--- config.mk ---
export PLATFORM = sky130hd
export DESIGN_NAME = usbdev_mem_arb
export DESIGN_NICKNAME = d
export VERILOG_FILES = /design/src/rtl/usbdev_pkg.sv /design/src/rtl/usbdev_mem_arb.sv
export SDC_FILE = /design/constraint.sdc
export NUM_CORES = 1
export LEC_CHECK = 0
export CAP_MARGIN = 10
export CORE_MARGIN = 1
export CORE_UTILIZATION = 35
export CTS_CLUSTER_DIAMETER = 60
export DETAILED_ROUTE_END_ITERATION = 12
export HOLD_SLACK_MARGIN = 0.1
export PLACE_DENSITY = 0.91
export SLEW_MARGIN = 15
export SYNTH_ARGS = -nofsm -noshare
export SYNTH_HDL_FRONTEND = slang
export SYNTH_SLANG_ARGS = --single-unit
--- constraint.sdc ---
create_clock -name clk_48mhz_i -period 2.3 [get_ports clk_48mhz_i]
set_input_delay 0.46 -clock clk_48mhz_i [delete_from_list [all_inputs] [get_ports clk_48mhz_i]]
set_output_delay 0.46 -clock clk_48mhz_i [all_outputs]
set_load 0.02 [all_outputs]
--- src/rtl/usbdev_pkg.sv ---
// Shared types and widths for the usbdev packet-buffer SRAM path.
package usbdev_pkg;

  localparam int unsigned UsbdevSramAw = 9;
  localparam int unsigned UsbdevSramDw = 32;
  localparam int unsigned UsbdevSramMw = UsbdevSramDw / 8;

  typedef struct packed {
    logic                    write;
    logic [UsbdevSramAw-1:0] addr;
    logic [UsbdevSramDw-1:0] wdata;
    logic [UsbdevSramMw-1:0] wmask;
  } usbdev_mem_req_t;

endpackage

--- src/rtl/usbdev_mem_arb.sv ---
// Packet-buffer SRAM arbiter: USB side has absolute priority, bus side goes
// through a one-entry hold register with a starvation event.
module usbdev_mem_arb
  import usbdev_pkg::*;
#(
  parameter int unsigned SramAw  = UsbdevSramAw,
  parameter int unsigned SramDw  = UsbdevSramDw,
  parameter int unsigned MaxWait = 16
) (
  input  logic                clk_48mhz_i,
  input  logic                rst_i,
  input  logic                usb_req_i,
  input  logic                usb_write_i,
  input  logic [SramAw-1:0]   usb_addr_i,
  input  logic [SramDw-1:0]   usb_wdata_i,
  output logic [SramDw-1:0]   usb_rdata_o,
  input  logic                bus_req_i,
  output logic                bus_gnt_o,
  input  logic                bus_write_i,
  input  logic [SramAw-1:0]   bus_addr_i,
  input  logic [SramDw-1:0]   bus_wdata_i,
  input  logic [SramDw/8-1:0] bus_wmask_i,
  output logic                bus_rvalid_o,
  output logic [SramDw-1:0]   bus_rdata_o,
  output logic                sram_req_o,
  output logic                sram_write_o,
  output logic [SramAw-1:0]   sram_addr_o,
  output logic [SramDw-1:0]   sram_wdata_o,
  output logic [SramDw/8-1:0] sram_wmask_o,
  input  logic [SramDw-1:0]   sram_rdata_i,
  output logic                starve_o
);

  localparam int unsigned SramMw = SramDw / 8;
  localparam logic [7:0]  WaitMax = 8'(MaxWait);

  // Hold register uses the package struct, so SramAw/SramDw must not exceed its widths.
  usbdev_mem_req_t hold_q;
  logic            hold_valid;
  logic [7:0]      wait_cnt;
  logic            starve_q;
  logic            rsp_pending;
  logic            rsp_is_read;
  logic            issue_bus;
  logic            accept;

  assign bus_gnt_o = ~hold_valid;
  assign accept    = bus_req_i & bus_gnt_o;

  always_comb begin
    sram_req_o   = 1'b0;
    sram_write_o = 1'b0;
    sram_addr_o  = '0;
    sram_wdata_o = '0;
    sram_wmask_o = '0;
    issue_bus    = 1'b0;
    if (usb_req_i) begin
      sram_req_o   = 1'b1;
      sram_write_o = usb_write_i;
      sram_addr_o  = usb_addr_i;
      sram_wdata_o = usb_wdata_i;
      sram_wmask_o = '1;
    end else if (hold_valid) begin
      issue_bus    = 1'b1;
      sram_req_o   = 1'b1;
      sram_write_o = hold_q.write;
      sram_addr_o  = SramAw'(hold_q.addr);
      sram_wdata_o = SramDw'(hold_q.wdata);
      sram_wmask_o = SramMw'(hold_q.wmask);
    end
  end

  always_ff @(posedge clk_48mhz_i or posedge rst_i) begin
    if (rst_i) begin
      hold_valid  <= 1'b0;
      hold_q      <= '0;
      wait_cnt    <= '0;
      starve_q    <= 1'b0;
      rsp_pending <= 1'b0;
      rsp_is_read <= 1'b0;
    end else begin
      starve_q    <= 1'b0;
      rsp_pending <= issue_bus;
      rsp_is_read <= issue_bus & ~hold_q.write;
      // Accept and issue are mutually exclusive: issue needs hold_valid, accept needs it clear.
      if (accept) begin
        hold_valid   <= 1'b1;
        hold_q.write <= bus_write_i;
        hold_q.addr  <= UsbdevSramAw'(bus_addr_i);
        hold_q.wdata <= UsbdevSramDw'(bus_wdata_i);
        hold_q.wmask <= UsbdevSramMw'(bus_wmask_i);
      end else if (issue_bus) begin
        hold_valid <= 1'b0;
      end
      if (issue_bus) begin
        wait_cnt <= '0;
      end else if (hold_valid && usb_req_i && (wait_cnt != WaitMax)) begin
        wait_cnt <= wait_cnt + 8'd1;
        starve_q <= (wait_cnt == WaitMax - 8'd1);
      end
    end
  end

  assign bus_rvalid_o = rsp_pending;
  assign bus_rdata_o  = rsp_is_read ? sram_rdata_i : '0;
  assign usb_rdata_o  = sram_rdata_i;
  assign starve_o     = starve_q;

endmodule

==> run summary <==
Syn nets -> 449
Clock Path Buffers -> 2
Vias in the first global route -> 3304
Sw frac -> 30.18%
CTS sink count -> 58
GRT Util Overall -> 21.56%
F_max -> 0.4594 GHz
Clock power frac -> 28.6%
Clock skew -> 0.006751 ns
Netlist cell types -> 35
Die Y -> 98.78 microns
Routability Congestion -> 0.8157
Worst Setup Start Kind -> input pin
IO Port Bufs -> 237
Diodes inserted -> 0
Layout area overhead -> 75.80%
Core area -> 0.008891 sq mm
Rows -> 34
Peak supply drop -> 0.0004448 V
Clock Latency Late Sink -> 0.33 ns
Met1 usage -> 21.72%
Setup CP Type -> input pin to output pin
Initial drt markers -> 100
Final WL -> 10350 microns
Flop pwr share -> 37.1%
Mapped Cells -> 323
Slew margin rel. -> 65.12%
Io pins -> 238
Root buffer cell -> clkbuf_8
Layout Nets -> 653
Routed Antenna Nets -> 0
CP arrival -> 1.72 ns
Met3 Use GR -> 6.028%
CTS tree -> built
Area post-placement -> 0.005560 sq mm
Actual slew at the worst max-slew pin -> 0.5164 ns
First-pass GRT wire length -> 16330 microns
H-tree depth -> 3
Starting Density -> 36.87%
# setup viols final -> 0
Worst setup EP type -> output pin
Worst-path clk slew -> 0.07 ns
Fill cell count -> 682
WP data required -> 1.84 ns
Post-layout min period -> 2.177 ns
Logic pwr share -> 34.3%
Post-synthesis cell area -> 0.003278 sq mm
Final Max Slew Viols -> 0
Drt first pass iters -> 4
MaxCap Viol Count -> 0
Initial antenna violation count -> 0
P_sw -> 1153 uW
Seq/Total Area, Yosys -> 44.27%
Status -> completed
RSZ-0062 raised after global routing -> false
Die X -> 98.78 microns
Critical path peak fanout -> 2
Total global routing overflow -> 0
Die area -> 0.009757 sq mm
Most Crowded Layer GR -> met2
Crit share post-route -> 94.65%
Via density -> 4.930
Largest net degree at the start of global routing -> 51
Syn_area_per_cell -> 10.15 sq um
PwrDens -> 662.7 mW/mm^2
Detailed Place HPWL -> 8265 microns
HP Class -> input pin to asynchronous set/reset pin
Most frequent cells in the layout -> 194 x clkdlybuf4s50_1, 56 x dfrtp_1, 50 x nand2_1
Fin. Hold Viols -> 0
Setup TNS -> 0 ns
Final instance area -> 0.005763 sq mm
Inserted Clock Buffers -> 9
Int Pwr -> 2667 uW
Layout cell share with drive strength beyond 1 -> 15.41%
Met2 GRT Util -> 41.20%
DRC viols -> 0
YS warnings -> 0
Commonest non-fill, non-tap cell in the layout -> clkdlybuf4s50_1
Vias -> 3155
Pleak -> 0.002491 uW
Number of register bits inferred by synthesis -> 58
Wire per inst -> 16.18 microns
power groups by stage:
stage,Combinational (uW),Clock [uW],Sequential [uW]
4_1_cts,1320,1120,1420
2_1_floorplan,773,0,1370
3_5_place_dp,1380,0,1430
3_3_place_gp,1340,0,1420
6_report,1310,1090,1420
5_1_grt,1410,1170,1450
Yosys cell counts:
library cell / instances / area (sq um)
a211o_2: 1 / 10.01
a21oi_1: 1 / 5.000
a22o_1: 24 / 210.2
a22o_2: 1 / 10.01
a32o_1: 2 / 20.02
and2_1: 32 / 200.2
buf_1: 2 / 7.510
buf_2: 8 / 40.04
buf_4: 32 / 240.2
buf_6: 1 / 11.26
clkbuf_1: 9 / 33.78
clkinv_1: 1 / 3.750
dfrtp_1: 58 / 1451
ha_1: 2 / 25.02
inv_1: 4 / 15.01
inv_2: 1 / 3.750
mux2_2: 46 / 518.0
mux2i_1: 1 / 10.01
nand2_1: 50 / 187.7
nand2b_1: 1 / 6.260
nand3_1: 5 / 25.02
nand4_1: 1 / 6.260
nor2_1: 4 / 15.01
nor2b_1: 3 / 18.77
nor3_1: 1 / 5.000
nor4_1: 1 / 6.260
o211a_1: 1 / 10.01
o211ai_1: 2 / 15.01
o21ai_0: 20 / 100.1
o2bb2ai_1: 1 / 8.760
o41ai_1: 1 / 8.760
or2_2: 1 / 6.260
or3_1: 1 / 6.260
or3_4: 2 / 22.52
or4_1: 2 / 15.01
worst max-delay path, stage by stage:
cell and delay (ns):
clkdlybuf4s50_1 0.52, and2_1 0.14, clkdlybuf4s50_1 0.59
what timing repair did:
item | in CTS | in global routing
hold buffers | 0 | 0
endpoints found under the setup margin | 59 | 29
buffers inserted | 0 | 1
gates resized for setup | 44 | 2
registers in the layout (all words and copies together) (netlist names):
signal	count
rsp_is_read	1
starve_o	1
wait_cnt	8
bus_rvalid_o	1
hold_valid	1
hold_q	46
logic make-up (layout without fill, tap and decap cells):
family / after synthesis / after routing / synth area share [%]
fa+ha+maj: 2 / 2 / 0.7632
mux: 47 / 47 / 16.11
simple gates: 104 / 104 / 15.88
compound gates: 54 / 54 / 12.14
flops: 58 / 58 / 44.27
buf+inv: 58 / 267 / 10.84
metal layers:
layer	vias to the layer above	wire length [microns]
li1	1490	-
met1	1485	3696
met2	162	5548
met3	18	819
met4	0	290
met5	-	0
through the flow:
step	setup slack, ns	cells	total power, uW	hold slack [ns]	utilization, %
4_1_cts	0.05319	639	3858	0.3553	64.68
3_5_place_dp	0.06158	623	2810	0.4947	62.54
3_3_place_gp	0.08931	623	2754	0.4902	62.54
2_1_floorplan	0.4120	323	2148	0.4207	-
6_report	0.1231	640	3819	0.3638	64.82
5_1_grt	0.04316	640	4029	0.3582	64.82
layout make-up:
type,instances,area [sq um],area share (%)
inverters,6,22.52,0.3908
flip-flops and latches,58,1454,25.23
clock inverters,4,72.57,1.259
multi-input cells,207,1481,25.71
well taps,108,135.1,2.345
clock buffers,12,165.2,2.866
repair buffers,245,2432,42.21
worst paths after layout:
kind | slack, ns | cells after the start | start | endpoint
setup / recovery | 0.12 | 3 | sram_rdata_i[16] | bus_rdata_o[16]
hold / removal | 0.36 | 2 | rst_i | hold_q[14]$_DFFE_PP0P_
setup reg to reg | 0.62 | 3 | wait_cnt[5]$_DFFE_PP0P_ | wait_cnt[0]$_DFFE_PP0P_
hold reg to reg | 0.50 | 1 | hold_q[45]$_DFFE_PP0P_ | rsp_is_read$_DFF_PP0_
max in group asynchronous | 1.40 | 3 | rst_i | rsp_is_read$_DFF_PP0_
min in group clk_48mhz_i | 0.50 | 1 | hold_q[45]$_DFFE_PP0P_ | rsp_is_read$_DFF_PP0_
Power figures use the tool's default switching activity.
